$ cat src/rtl/bert_pkg.sv
// Shared definitions for the BERT pattern generator and checker:
// PRBS7 taps, default seed, FSM state encoding and injection counter width.
package bert_pkg;

    // PRBS7 polynomial x^7 + x^6 + 1: feedback from state bits 6 and 5
    localparam int unsigned PRBS7_TAP_A = 6;
    localparam int unsigned PRBS7_TAP_B = 5;

    // Replaces an all-zero seed, which would lock the LFSR at zero
    localparam logic [6:0] PRBS7_SEED_DEFAULT = 7'h7F;

    localparam int unsigned INJ_CNT_W = 16;

    typedef enum logic [1:0] {
        ST_IDLE = 2'd0,
        ST_SEED = 2'd1,
        ST_RUN  = 2'd2,
        ST_DONE = 2'd3
    } gen_state_t;

    // Number of set bits in an 8-bit mask
    function automatic logic [3:0] popcount8(input logic [7:0] v);
        logic [3:0] c;
        c = '0;
        for (int unsigned i = 0; i < 8; i++) begin
            c = c + {3'b000, v[i]};
        end
        return c;
    endfunction

endpackage

$ cat src/rtl/prbs7_step8.sv
// Combinational PRBS7 stepper: advances the LFSR eight steps and returns
// the produced bits as one word, earliest bit in the MSB.
module prbs7_step8
    import bert_pkg::*;
(
    input  logic [6:0] i_state,
    output logic [6:0] o_state,
    output logic [7:0] o_word
);

    logic [6:0] w_s;
    logic       w_b;

    // Eight unrolled LFSR steps; each feedback bit is shifted into the word
    always_comb begin
        w_s    = i_state;
        w_b    = 1'b0;
        o_word = '0;
        for (int unsigned i = 0; i < 8; i++) begin
            w_b    = w_s[PRBS7_TAP_A] ^ w_s[PRBS7_TAP_B];
            w_s    = {w_s[5:0], w_b};
            o_word = {o_word[6:0], w_b};
        end
        o_state = w_s;
    end

endmodule

$ cat src/rtl/prbs_pattern_gen.sv
// PRBS7 byte-stream source with valid/ready output for the BERT link.
// Optional error injection is built only when PRBS_GEN_ERR_INJ_EN is defined;
// otherwise inj_req/inj_mask are ignored and out_inj/inj_count read zero.
module prbs_pattern_gen
    import bert_pkg::*;
#(
    parameter int unsigned DATA_W  = 8,
    parameter int unsigned BURST_W = 16
) (
    input  logic                 clk,
    input  logic                 rst_n,
    input  logic                 start,
    input  logic                 stop,
    input  logic [6:0]           seed,
    input  logic [BURST_W-1:0]   burst_len,
    input  logic                 inj_req,
    input  logic [DATA_W-1:0]    inj_mask,
    output logic [DATA_W-1:0]    out_data,
    output logic                 out_valid,
    input  logic                 out_ready,
    output logic                 out_inj,
    output logic                 busy,
    output logic                 done,
    output logic [BURST_W-1:0]   word_count,
    output logic [INJ_CNT_W-1:0] inj_count
);

    gen_state_t         r_state;
    gen_state_t         w_state_next;
    logic [6:0]         r_lfsr;
    logic [DATA_W-1:0]  r_data;
    logic               r_valid;
    logic               r_stop;
    logic [BURST_W-1:0] r_word_cnt;

    logic [6:0]         w_seed_eff;
    logic [6:0]         w_step_in;
    logic [6:0]         w_step_out;
    logic [7:0]         w_word;
    logic [DATA_W-1:0]  w_word_out;
    logic [BURST_W-1:0] w_cnt_inc;
    logic               w_acc;
    logic               w_last;
    logic               w_stop_seen;
    logic               w_load;
    logic               w_finish;

    assign w_seed_eff  = (seed == '0) ? PRBS7_SEED_DEFAULT : seed;
    // r_lfsr holds the state following the presented word, so the next word
    // is always ready combinationally; SEED bypasses it with the fresh seed.
    assign w_step_in   = (r_state == ST_SEED) ? w_seed_eff : r_lfsr;
    assign w_acc       = r_valid & out_ready;
    assign w_cnt_inc   = r_word_cnt + BURST_W'(1);
    assign w_last      = (burst_len != '0) && (w_cnt_inc == burst_len);
    assign w_stop_seen = r_stop | stop;

    prbs7_step8 u_step (
        .i_state (w_step_in),
        .o_state (w_step_out),
        .o_word  (w_word)
    );

    // State register
    always_ff @(posedge clk or negedge rst_n) begin
        if (!rst_n) r_state <= ST_IDLE;
        else        r_state <= w_state_next;
    end

    // Next state plus word-load / stream-finish strobes
    always_comb begin
        w_state_next = r_state;
        w_load       = 1'b0;
        w_finish     = 1'b0;
        case (r_state)
            ST_IDLE: if (start) w_state_next = ST_SEED;
            ST_SEED: begin
                w_load       = 1'b1;
                w_state_next = ST_RUN;
            end
            ST_RUN: begin
                if (w_acc) begin
                    if (w_last) begin
                        w_state_next = ST_DONE;
                        w_finish     = 1'b1;
                    end else if (w_stop_seen) begin
                        w_state_next = ST_IDLE;
                        w_finish     = 1'b1;
                    end else begin
                        w_load = 1'b1;
                    end
                end else if (w_stop_seen && !r_valid) begin
                    w_state_next = ST_IDLE;
                end
            end
            ST_DONE: w_state_next = ST_IDLE;
            default: w_state_next = ST_IDLE;
        endcase
    end

    // Datapath: LFSR advance, output word, valid flag, word counter, stop latch
    always_ff @(posedge clk or negedge rst_n) begin
        if (!rst_n) begin
            r_lfsr     <= PRBS7_SEED_DEFAULT;
            r_data     <= '0;
            r_valid    <= 1'b0;
            r_word_cnt <= '0;
            r_stop     <= 1'b0;
        end else begin
            if (w_load) begin
                r_lfsr  <= w_step_out;
                r_data  <= w_word_out;
                r_valid <= 1'b1;
            end else if (w_finish) begin
                r_valid <= 1'b0;
            end

            if (r_state == ST_SEED) r_word_cnt <= '0;
            else if (w_acc)         r_word_cnt <= w_cnt_inc;

            if ((r_state == ST_SEED || r_state == ST_RUN) && w_state_next != ST_IDLE
                && w_state_next != ST_DONE)
                r_stop <= w_stop_seen;
            else
                r_stop <= 1'b0;
        end
    end

`ifdef PRBS_GEN_ERR_INJ_EN
    logic [DATA_W-1:0]    r_inj_pend;
    logic [DATA_W-1:0]    r_cur_mask;
    logic [INJ_CNT_W-1:0] r_inj_cnt;
    logic [DATA_W-1:0]    w_mask_eff;
    logic [INJ_CNT_W:0]   w_inj_sum;
    logic                 w_inj_window;

    assign w_inj_window = (r_state == ST_SEED) || (r_state == ST_RUN);
    // A request arriving in the same cycle as a load still reaches that word
    assign w_mask_eff   = r_inj_pend | ((inj_req && w_inj_window) ? inj_mask : '0);
    assign w_inj_sum    = {1'b0, r_inj_cnt} + (INJ_CNT_W + 1)'(popcount8(r_cur_mask));
    assign w_word_out   = w_word ^ w_mask_eff;
    assign out_inj      = |r_cur_mask;
    assign inj_count    = r_inj_cnt;

    // Pending mask collects requests until the next fresh word; count flips on acceptance
    always_ff @(posedge clk or negedge rst_n) begin
        if (!rst_n) begin
            r_inj_pend <= '0;
            r_cur_mask <= '0;
            r_inj_cnt  <= '0;
        end else begin
            if (!w_inj_window || w_load) r_inj_pend <= '0;
            else                         r_inj_pend <= w_mask_eff;

            if (w_load)        r_cur_mask <= w_mask_eff;
            else if (w_finish) r_cur_mask <= '0;

            if (r_state == ST_SEED)
                r_inj_cnt <= '0;
            else if (w_acc && r_cur_mask != '0)
                r_inj_cnt <= w_inj_sum[INJ_CNT_W] ? '1 : w_inj_sum[INJ_CNT_W-1:0];
        end
    end
`else
    logic w_unused_inj;

    assign w_unused_inj = ^{inj_req, inj_mask};
    assign w_word_out   = w_word;
    assign out_inj      = 1'b0;
    assign inj_count    = '0;
`endif

    assign out_data   = r_data;
    assign out_valid  = r_valid;
    assign busy       = (r_state != ST_IDLE);
    assign done       = (r_state == ST_DONE);
    assign word_count = r_word_cnt;

endmodule

$ cat config.mk
export PLATFORM = sky130hd
export DESIGN_NAME = prbs_pattern_gen
export DESIGN_NICKNAME = d
export VERILOG_FILES = /design/src/rtl/bert_pkg.sv /design/src/rtl/prbs7_step8.sv /design/src/rtl/prbs_pattern_gen.sv
export SDC_FILE = /design/constraint.sdc
export NUM_CORES = 1
export LEC_CHECK = 0
export BUFFER_PORTS_ARGS = -buffer_cell sky130_fd_sc_hd__buf_2
export CAP_MARGIN = 0
export CORE_ASPECT_RATIO = 1.2
export CORE_MARGIN = 5
export CORE_UTILIZATION = 35
export CTS_BUF_LIST = sky130_fd_sc_hd__clkbuf_8
export DETAILED_ROUTE_END_ITERATION = 12
export PLACE_DENSITY_LB_ADDON = 0.08
export SLEW_MARGIN = 5
export SYNTH_ARGS = -nofsm -noshare
export SYNTH_HDL_FRONTEND = slang
export SYNTH_HIERARCHICAL = 1
export SYNTH_SLANG_ARGS = --single-unit
$ cat constraint.sdc
create_clock -name clk -period 4.3 [get_ports clk]
set_input_delay 0.645 -clock clk [delete_from_list [all_inputs] [get_ports clk]]
set_output_delay 0.645 -clock clk [all_outputs]
set_load 0.01 [all_outputs]
Word-level counts from Yosys, hierarchy flattened
Cells that the tools add are included.
- $add $sub $neg: 1
- eq/ne operators: 5
- multiplexer cells: 21
- bitwise gates (word level): 10
- reductions and logical operators: 13
- operators with widths (kind ; number):
    $mux W16 ; 2
    $add A16 B1 Y16 const B ; 1
    $eq A16 B16 Y1 ; 1
    $reduce_bool A16 Y1 ; 1
    $mux W7 ; 2
    $mux W1 ; 10
    $mux W2 ; 5
    $pmux W2 S4 ; 1
    $reduce_bool A2 Y1 ; 4
    $xor A1 B1 Y1 ; 8
    $logic_not A7 Y1 ; 1
    $eq A2 B2 Y1 const B ; 2
    $logic_and A1 B1 Y1 ; 4
    $eq A2 B1 Y1 const B ; 1
    $logic_not A2 Y1 ; 1
    $ne A2 B2 Y1 const B ; 1
    $pmux W1 S2 ; 1
    $and A1 B1 Y1 ; 1
    $logic_not A1 Y1 ; 1
    $logic_or A1 B1 Y1 ; 1
    $or A1 B1 Y1 ; 1
- bits in registers: 35
- input bits: 37
- output and inout port bits: 44
- word-level logic and storage cells: 56

Longest topological paths before layout
Gate-level depths: netlist of the first run.
- depth in word-level cells: 10
- gate-level depth with buffers: 11

By module
The synthesis of the first run kept the hierarchy.
- modules (own cells, without submodules) (module ; times used ; cells each ; area each (µm²)):
    prbs_pattern_gen ; 1 ; 255 ; 2481.1
    prbs7_step8 ; 1 ; 16 ; 145.1

Least setup slack after synthesis of the first run
Ideal clock, no wire load.
- path kind: in2reg
- from: input port seed[3]
- to: register r_data[1], in the netlist out_data[1]
- setup time: 0.125 ns
- data arrival time: 2.939 ns
- setup slack: 1.236 ns
- stages on the path: 6
- buffers on the path: 1
- path through: or4_1 -> o41ai_1 -> o22a_1 -> xor3_1 -> buf_4 -> mux2_2
- word-level cells in the longest chain between the ends: 5
- ends and longest elaborated chain (element ; RTL line ; text):
    from (decl) ; prbs_pattern_gen.sv:14 ; input logic [6:0] seed,
    $logic_not A7 Y1 ; prbs_pattern_gen.sv:48 ; assign w_seed_eff = (seed == '0) ? PRBS7_SEED_DEFAULT : seed;
    $mux W7 ; prbs_pattern_gen.sv:48 ;
    $mux W7 ; prbs_pattern_gen.sv:51 ; assign w_step_in = (r_state == ST_SEED) ? w_seed_eff : r_lfsr;
    net w_step_in[5] ; prbs_pattern_gen.sv:37 ; logic [6:0] w_step_in;
    $xor A1 B1 Y1 (2 in series) ; prbs7_step8.sv:20 ; w_b = w_s[PRBS7_TAP_A] ^ w_s[PRBS7_TAP_B];
    net w_step_out[1] ; prbs_pattern_gen.sv:38 ; logic [6:0] w_step_out;
    to (signal assigned) ; prbs_pattern_gen.sv:111 ; r_data <= w_word_out;
    to (decl) ; prbs_pattern_gen.sv:31 ; logic [DATA_W-1:0] r_data;
The timed path passes the listed nets, and every way through them passes these cells.
A chain may end at the register's enable or synchronous reset.

Worst setup path in the final report of the first run
- from: register r_word_cnt[0], in the netlist word_count[0]
- to: register r_data[2], in the netlist out_data[2]
- word-level cells in the longest chain between the ends: 6
- ends and longest elaborated chain (element ; RTL line ; text):
    from (decl) ; prbs_pattern_gen.sv:34 ; logic [BURST_W-1:0] r_word_cnt;
    from (signal assigned) ; prbs_pattern_gen.sv:118 ; else if (w_acc) r_word_cnt <= w_cnt_inc;
    $add A16 B1 Y16 ; prbs_pattern_gen.sv:53 ; assign w_cnt_inc = r_word_cnt + BURST_W'(1);
    $eq A16 B16 Y1 ; prbs_pattern_gen.sv:54 ; assign w_last = (burst_len != '0) && (w_cnt_inc == burst_len);
    $logic_and A1 B1 Y1 ; prbs_pattern_gen.sv:54 ;
    $mux W1 ; prbs_pattern_gen.sv:82 ; if (w_last) begin
    $mux W1 ; prbs_pattern_gen.sv:81 ; if (w_acc) begin
    $pmux W1 S2 ; prbs_pattern_gen.sv:74 ; case (r_state)
Every way passes these cells.

==> impl_metrics.env, run 1 <==
export IMPL_outcome="completed"
export IMPL_post_route_util=0.405
export IMPL_fillers=761
export IMPL_die_area_um2=9340
export IMPL_synth_edf_count=0
export IMPL_fin_skew_ps=8.51
export IMPL_cp_start_kind="flop"
export IMPL_power_density_nw_per_um2=568
export IMPL_synth_distinct_cells=55
export IMPL_drive_above_1_share=0.286
export IMPL_fmax_mhz=298
export IMPL_wl_per_cell_um=16.7
export IMPL_avgSynthCellArea_um2=9.69
export IMPL_antenna_found_initial=0
export IMPL_drt_iter0_markers=116
export IMPL_synthCells=271
export IMPL_drt_first_pass_iters=4
export IMPL_startpoint="word_count[0]"
export IMPL_ir_worst_vdd_uv=367
export IMPL_grt_total_usage=0.146
export IMPL_synth_warnings=6
export IMPL_mostFrequentLayoutCells="buf_2 (54), dfrtp_1 (28), nor2_1 (23)"
export IMPL_tightest_slew_ps=838
export IMPL_cts_tree="yes"
export IMPL_syn_area_um2=2630
export IMPL_ys_ff_latch=35
export IMPL_grt_pass1_vias=2149
export IMPL_postCtsHoldBufs=0
export IMPL_critPathKind="flop to flop"
export IMPL_die_h_um=105
export IMPL_grt_max_degree=36
export IMPL_tns_ps=0
export IMPL_r2r_slack_ps=940
export IMPL_p_leak_uw=0.00138
export IMPL_finalSetupViolCount=0
export IMPL_multi_input_area_um2=1540
export IMPL_n_antenna_cell=0
export IMPL_cap_violations=0
export IMPL_cp_max_fo=15
export IMPL_routed_wl_um=6770
export IMPL_grt_first_pass_wirelength_um=10700
export IMPL_max_slew_margin=0.441
export IMPL_area_growth_pct=12.3
export IMPL_cts_num_sinks=35
export IMPL_die_w_um=89.1
export IMPL_drv_slew=0
export IMPL_h_tree_depth=2
export IMPL_vias_per_cell=5.18
export IMPL_ctsResizeCount=0
export IMPL_cts_clk_slew_worst_paths_ps=80
export IMPL_core_area_um2=7270
export IMPL_ant_nets=0
export IMPL_vias=2098
export IMPL_globalRoute_totalOverflow=0
export IMPL_synth_area_top_cells="dfrtp_1 (27%), buf_4 (7.4%), dfstp_2 (7.0%)"
export IMPL_hpwl_um=5020
export IMPL_cp_arrival_ps=3540
export IMPL_cts_setup_buffers=0
export IMPL_initial_core_util=0.361
export IMPL_synth_top_area_frac=0.267
export IMPL_finalWeightedCongestion=0.829
export IMPL_synth_seq_area_share=0.337
export IMPL_drc=0
export IMPL_layout_commonest_cell="buf_2"
export IMPL_clk_path_buf_depth=2
export IMPL_cts_buffers=5
export IMPL_async_reset_ff_frac=1.00
export IMPL_rsz0062_at_grt="no"
export IMPL_min_period_ps=3360
export IMPL_ys_flop_type="dfrtp_1"
export IMPL_nNetsFinal=357
export IMPL_worstHoldPathType="primary input to async pin"
export IMPL_cp_end_kind="flop"
export IMPL_ios=81
export IMPL_yosysTopAreaCell="dfrtp_1"
export IMPL_portBuffers=54
export IMPL_r2r_start="word_count[0]"
export IMPL_cts_root_buf="clkbuf_8"
export IMPL_seq_area_um2=885
export IMPL_hold_viol_final=0
export IMPL_worstSkewPairLatency_ps=290
export IMPL_cp_data_required_time_ps=4480
export IMPL_period_share=0.781
export IMPL_rows=34
-- metrics by stage --
step                      power [uW]  setup slack [ps]  hold WS [ps]  cell area [um2]  instances
after CTS                       1710               929           475             2950        405
after global routing            1800               802           513             2950        405
after detailed placement        1390               952           481             2840        397
after global placement          1380               964           475             2840        397
final                           1680               943           447             2950        405
after floorplan                 1310              1240           349             2690        287
-- flip-flops by register name, indices dropped and copies added, names as in the netlist --
signal      cells
r_lfsr          7
out_data        8
word_count     16
r_state         2
out_valid       1
r_stop          1
-- cells in the mapped netlist (2+ instances only) --
library cell / instances
nor3b_1: 2
o211ai_1: 3
ha_1: 6
o22a_1: 7
a21oi_1: 8
mux2_4: 10
xnor2_1: 16
mux2_2: 4
dfstp_2: 7
a31oi_1: 2
buf_4: 26
and4_1: 2
and2_1: 3
buf_2: 3
nor4_1: 7
and3_1: 6
inv_1: 5
nand3_1: 5
nand2b_1: 2
o21ai_0: 9
xor2_1: 21
nor2_1: 23
xor3_1: 2
or3_1: 5
clkbuf_1: 6
dfrtp_1: 28
nand2_1: 16
nand4_1: 8
nor3_1: 2
or4_1: 2
-- worst max-delay path, cell delays in order, from the launching register on --
cell,delay [ps]
dfrtp_1,510
ha_1,310
and3_1,290
and3_1,250
or3_1,370
a22oi_1,210
o2111a_2,300
nor4_2,70
o21ai_4,510
mux2_2,400
-- worst paths after layout --
path	endpoint	cells after the start
max in group asynchronous	word_count[15]	1
worst max-delay path	out_data[2]	9
worst min-delay path	word_count[3]	1
worst min register to register	out_data[0]	1
min in group clk	out_data[0]	1
worst max register to register	out_data[2]	9
-- power breakdown --
group	switching (uW)	internal, uW
sequential	85.5	457
combinational	415	412
clock	134	173
total	635	1040
-- kinds of logic after synthesis --
group / count (synthesis) / synth area share
and+or+nand+nor: 88 / 0.184
AOI/OAI and AO/OA: 46 / 0.128
buffers and inverters: 41 / 0.101
xor gates and xnor gates: 39 / 0.141
DFF: 35 / 0.337
muxes: 15 / 0.0786
adders and majority gates: 6 / 0.0286
other: 1 / 0.00143
-- layout make-up --
class,count,share of cell area
tap,90,0.0382
multi-input combinational,211,0.521
clock buffer,5,0.0233
inverter,5,0.00636
timing repair buffer,56,0.0967
sequential,35,0.300
clock inverter,3,0.0148
-- metal layers --
metal  share of wire  GRT usage
met1            0.42      0.172
met3           0.060     0.0268
met5               0          0
met4           0.015     0.0426
met2            0.51      0.264
No activity file was read; power rests on OpenSTA's default activity.
==> inputs of run 2 (changes only) <==
--- a/config.mk
+++ b/config.mk
@@ -5,6 +5,7 @@
 export SDC_FILE = /design/constraint.sdc
 export NUM_CORES = 1
 export LEC_CHECK = 0
+export ABC_AREA = 1
 export BUFFER_PORTS_ARGS = -buffer_cell sky130_fd_sc_hd__buf_2
 export CAP_MARGIN = 0
 export CORE_ASPECT_RATIO = 1.2
==> constraint.sdc (replaced) <==
create_clock -name clk -period 2.7 [get_ports clk]
set_input_delay 0.405 -clock clk [delete_from_list [all_inputs] [get_ports clk]]
set_output_delay 0.405 -clock clk [all_outputs]
set_load 0.01 [all_outputs]
==> impl_metrics.env, run 2 <==
export IMPL_outcome="completed"
export IMPL_synth_top_area_frac=0.260
export IMPL_synth_compound_area_frac=0.0724
export IMPL_die_h_um=106
export IMPL_tightest_slew_ps=839
export IMPL_crit_chain="ha_1 > nand2_1 > nor2_4 > nand3_1 > nand2_1 > nand2_1 > nand2_1 > nand2_1 > nor2_1 > nand2_1 > nor2_1 > nand2_2 > nand2_2 > o21ai_4 > buf_4 > nand3_1 > nand2_1"
export IMPL_cp_slowest_cell="dfrtp_1"
export IMPL_path_buf_inv=1
export IMPL_finalWeightedCongestion=0.838
export IMPL_cts_buffers=5
export IMPL_async_reset_ff_frac=1.00
export IMPL_yosys_top_cells_count="nand2_1 (138), nand3_1 (53), inv_1 (43), dfrtp_1 (28), buf_4 (26)"
export IMPL_worstSkewPairLatency_ps=300
export IMPL_final_cells=546
export IMPL_drc=0
export IMPL_portBuffers=54
export IMPL_cts_clk_slew_worst_paths_ps=90
export IMPL_grt_first_pass_wirelength_um=11700
export IMPL_yosysTopAreaCell="dfrtp_1"
export IMPL_cts_tree="yes"
export IMPL_period_share=0.885
export IMPL_cp_data_required_time_ps=2890
export IMPL_synth_distinct_cells=29
export IMPL_drive_above_1_share=0.205
export IMPL_die_area_um2=9570
export IMPL_synth_area_top_cells="dfrtp_1 (26%), nand2_1 (19%), nand3_1 (9.8%)"
export IMPL_initial_core_util=0.354
export IMPL_antenna_found_initial=0
export IMPL_dpl_cell_count=537
export IMPL_cap_violations=0
export IMPL_cpLargestDelayFamily="simple AND/OR/NAND/NOR gates"
export IMPL_wl_per_cell_um=13.0
export IMPL_p_leak_uw=0.00167
export IMPL_post_route_util=0.402
export IMPL_ios=81
export IMPL_mostFrequentLayoutCells="nand2_1 (138), buf_2 (54), nand3_1 (53)"
export IMPL_core_area_um2=7620
export IMPL_nNetsFinal=496
export IMPL_synth_top_family_by_area="simple AND/OR/NAND/NOR gates"
export IMPL_cts_num_sinks=35
export IMPL_syn_area_um2=2700
export IMPL_synthMuxAreaShare=0
export IMPL_ant_nets=0
export IMPL_ys_flop_type="dfrtp_1"
export IMPL_synth_xor_area_frac=0.0376
export IMPL_cp_start_kind="flop"
export IMPL_synth_seq_area_share=0.328
export IMPL_ys_ff_latch=35
export IMPL_drt_first_pass_iters=5
export IMPL_synth_adder_area_share=0.0278
export IMPL_n_antenna_cell=0
export IMPL_ir_worst_vdd_uv=525
export IMPL_vias=2572
export IMPL_drt_iter0_markers=88
export IMPL_cp_end_kind="flop"
export IMPL_tns_ps=0
export IMPL_vias_per_cell=4.71
export IMPL_hpwl_um=5470
export IMPL_area_growth_pct=13.6
export IMPL_critPathKind="flop to flop"
export IMPL_synthCells=401
export IMPL_layout_commonest_cell="nand2_1"
export IMPL_wl_met3_um=312
export IMPL_met1_length_um=3060
export IMPL_grt_max_degree=36
export IMPL_clk_path_buf_depth=2
export IMPL_grt_total_usage=0.150
export IMPL_cp_max_fo=10
export IMPL_fmax_mhz=418
export IMPL_worstHoldPathType="primary input to async pin"
export IMPL_postCtsHoldBufs=0
export IMPL_drv_slew=0
export IMPL_synth_warnings=6
export IMPL_cts_root_buf="clkbuf_8"
export IMPL_largest_reg_flops=16
export IMPL_rows=35
export IMPL_top_layer="met4"
export IMPL_die_w_um=90.1
export IMPL_finalSetupViolCount=0
export IMPL_cpPeakStageDelay_ps=410
export IMPL_routed_wl_um=7090
export IMPL_rsz0062_at_grt="no"
export IMPL_max_slew_margin=0.440
export IMPL_met2_length_um=3650
export IMPL_synth_most_common_cell="nand2_1"
export IMPL_grt_pass1_vias=2484
export IMPL_synth_edf_count=0
export IMPL_avgSynthCellArea_um2=6.72
export IMPL_h_tree_depth=2
export IMPL_power_density_nw_per_um2=824
export IMPL_yosys_area_share_simple=0.382
export IMPL_globalRoute_totalOverflow=0
export IMPL_cpMostUsedCell="nand2_1"
export IMPL_min_period_ps=2390
export IMPL_fin_skew_ps=5.26
export IMPL_hold_viol_final=0
export IMPL_cp_arrival_ps=2580
run 2: cell types whose count changed after synthesis, moves of 5 or more:
cell / previous run / this run
o22ai_1: 1 / 11
mux2_4: 10 / 0
xnor2_1: 16 / 1
and3_1: 6 / 0
nor4_1: 7 / 1
inv_1: 5 / 43
o21ai_0: 9 / 16
xor2_1: 21 / 8
or3_1: 5 / 0
nand3_1: 5 / 53
nand2_2: 0 / 5
nand2_1: 16 / 138
o22a_1: 7 / 0
run 2: final timing paths:
check                               from             to  slack (ps)  cells past startpoint
max in group asynchronous          rst_n      out_valid        1970                      1
max                        word_count[1]    out_data[2]         310                     17
min reg2reg                    r_lfsr[3]      r_lfsr[3]         460                      2
min in group clk                   start     r_state[0]         400                      3
max reg2reg                word_count[1]    out_data[2]         310                     17
min                                rst_n  word_count[3]         200                      1
run 2: cell families (layout without fill, tap and decap cells):
logic type / count (synthesis) / in the layout
xor gates and xnor gates: 10 / 10
other: 1 / 17
adders and majority gates: 6 / 6
AOI/OAI and AO/OA: 34 / 34
and+or+nand+nor: 235 / 235
DFF: 35 / 35
buffers and inverters: 80 / 117
run 2: cell type report:
type | instances | area [um2]
Sequential cell | 35 | 885
Clock inverter | 3 | 23.8
Clock buffer | 5 | 68.8
Multi-Input combinational cell | 302 | 1470
Tap cell | 92 | 115
Timing Repair Buffer | 61 | 323
Fill cell | 849 | 4560
Inverter | 48 | 180
run 2: power by group:
| group | internal, uW | leakage (uW) | switching (uW) |
|---|---|---|---|
| sequential | 697 | 0.000445 | 97.3 |
| clock | 185 | 0.0000408 | 229 |
| combinational | 452 | 0.00118 | 862 |
| total | 1330 | 0.00167 | 1190 |
run 2: stage by stage:
stage	hold WS (ps)	setup slack, ps	total power, uW	instance area [um2]
detailed placement	454	182	2130	2960
floorplan	109	413	1940	2760
global route	280	10.5	2780	3060
CTS	244	171	2560	3050
global placement	451	218	2120	2960
finish	197	310	2520	3060
run 2: metal layers:
metal / global-route usage / up-vias
met5: 0 / -
met2: 0.271 / 53
met4: 0.0372 / 0
li1: - / 1361
met1: 0.180 / 1153
met3: 0.0326 / 5
run 2: what timing repair did:
action,CTS,global route
gates resized for setup,0,0
buffers inserted,0,1
endpoints found under the setup margin,0,16
run 2: worst reg2reg max path, delay by kind of cell, from the launching register on:
| family | cells | cell delay [ps] |
|---|---|---|
| AND/OR/NAND/NOR | 14 | 1400 |
| flip-flops | 1 | 410 |
| adder cells (fa/ha/maj) | 1 | 210 |
| buffers and inverters | 1 | 180 |
| AO/OA/AOI/OAI | 1 | 80 |
==> inputs of run 3 (changes only) <==
==> constraint.sdc (replaced) <==
create_clock -name clk -period 2.8 [get_ports clk]
set_input_delay 0.42 -clock clk [delete_from_list [all_inputs] [get_ports clk]]
set_output_delay 0.42 -clock clk [all_outputs]
set_load 0.01 [all_outputs]
==> impl_metrics.env, run 3 (synthesis results as in run 2) <==
export IMPL_outcome="completed"
export IMPL_path_buf_inv=1
export IMPL_die_area_um2=9570
export IMPL_pwr_share_clk=0.200
export IMPL_cpLargestDelayFamily="simple AND/OR/NAND/NOR gates"
export IMPL_cts_tree="yes"
export IMPL_cp_start_kind="flop"
export IMPL_drv_slew=0
export IMPL_worstSkewPairLatency_ps=290
export IMPL_grt_pass1_vias=2464
export IMPL_vias_per_cell=4.69
export IMPL_power_density_nw_per_um2=810
export IMPL_hpwl_um=5460
export IMPL_cp_arrival_ps=2720
export IMPL_cpMostUsedCell="nand2_1"
export IMPL_initial_core_util=0.354
export IMPL_mostFrequentLayoutCells="nand2_1 (138), buf_2 (54), nand3_1 (53)"
export IMPL_layout_commonest_cell="nand2_1"
export IMPL_core_area_um2=7620
export IMPL_grt_max_degree=36
export IMPL_combPwrFrac=0.487
export IMPL_crit_chain="ha_1 > nand2_1 > nor2_4 > nand4_1 > nand2_1 > nand2_1 > nand2_1 > nor2_1 > nand2_1 > nor2_1 > nand2_2 > nand2_2 > o21ai_4 > buf_4 > nand3_1 > nand2_1"
export IMPL_rows=35
export IMPL_internal_power_uw=1360
export IMPL_cp_max_fo=9
export IMPL_finalSetupViolCount=0
export IMPL_drc=0
export IMPL_postCtsHoldBufs=0
export IMPL_vias=2535
export IMPL_fmax_mhz=403
export IMPL_drive_above_1_share=0.196
export IMPL_cpPeakStageDelay_ps=440
export IMPL_worstHoldPathType="primary input to async pin"
export IMPL_die_w_um=90.1
export IMPL_drt_iter0_markers=71
export IMPL_ios=81
export IMPL_finalWeightedCongestion=0.849
export IMPL_die_h_um=106
export IMPL_drt_first_pass_iters=4
export IMPL_design_area_um2=3050
export IMPL_grt_first_pass_wirelength_um=11400
export IMPL_tns_ps=0
export IMPL_p_switching_uw=1110
export IMPL_ctsResizeCount=0
export IMPL_p_seq_frac=0.313
export IMPL_portBuffers=54
export IMPL_cts_setup_buffers=0
export IMPL_antenna_found_initial=0
export IMPL_wl_per_cell_um=13.0
export IMPL_area_growth_pct=13.1
export IMPL_max_slew_margin=0.450
export IMPL_nNetsFinal=491
export IMPL_routed_wl_um=7020
export IMPL_ant_nets=0
export IMPL_post_route_util=0.400
export IMPL_period_share=0.887
export IMPL_cp_depth=16
export IMPL_cts_num_sinks=35
export IMPL_hold_viol_final=0
export IMPL_cp_data_required_time_ps=3030
export IMPL_fin_skew_ps=8.17
export IMPL_fillers=832
export IMPL_cts_root_buf="clkbuf_8"
export IMPL_n_antenna_cell=0
export IMPL_cts_buffers=5
export IMPL_globalRoute_totalOverflow=0
export IMPL_cp_slowest_cell="dfrtp_1"
export IMPL_cap_violations=0
export IMPL_cp_end_kind="flop"
export IMPL_detailed_place_area_um2=2930
export IMPL_clk_path_buf_depth=2
export IMPL_ff2ff_path_depth=16
export IMPL_critPathKind="flop to flop"
export IMPL_grt_total_usage=0.146
export IMPL_rsz0062_at_grt="no"
export IMPL_p_leak_uw=0.00166
export IMPL_h_tree_depth=2
export IMPL_min_period_ps=2480
export IMPL_ir_worst_vdd_uv=462
export IMPL_tightest_slew_ps=825
export IMPL_largest_reg_flops=16
export IMPL_swShare=0.450
export IMPL_cts_clk_slew_worst_paths_ps=80
## run 3: layer usage
metal	part of all wire	global-route usage
met1	0.43	0.170
met2	0.51	0.269
met3	0.046	0.0318
met4	0.014	0.0362
met5	0	0
## run 3: power groups by stage
stage | logic [uW] | registers [uW] | clock network [uW]
global route | 1390 | 799 | 526
detailed placement | 1230 | 783 | 0
global placement | 1230 | 780 | 0
CTS | 1230 | 777 | 507
finish | 1200 | 773 | 494
floorplan | 1070 | 797 | 0
## run 3: worst paths after layout
check / startpoint / slack, ps / endpoint
max in group asynchronous: rst_n / 2060 / out_valid
min in group clk: start / 420 / r_state[0]
worst max register to register: word_count[0] / 320 / out_data[0]
worst max-delay path: word_count[0] / 320 / out_data[0]
worst min-delay path: rst_n / 220 / word_count[9]
worst min register to register: r_lfsr[3] / 470 / r_lfsr[3]
## run 3: stage by stage
stage / total power (uW) / setup slack (ps) / std cells / hold slack (ps)
after floorplan: 1870 / 498 / 417 / 124
after global placement: 2010 / 307 / 533 / 451
after detailed placement: 2020 / 311 / 533 / 454
after CTS: 2520 / 291 / 541 / 265
after global routing: 2710 / 71.0 / 541 / 301
final: 2470 / 316 / 541 / 221
## run 3: final cells by class
class / instances / area [um2] / area share
clock buffers: 6 / 82.6 / 0.0271
repair buffers: 56 / 285 / 0.0936
flip-flops and latches: 35 / 885 / 0.290
inverters: 48 / 180 / 0.0591
clock inverters: 2 / 35.0 / 0.0115
well taps: 92 / 115 / 0.0378
multi-input cells: 302 / 1470 / 0.481
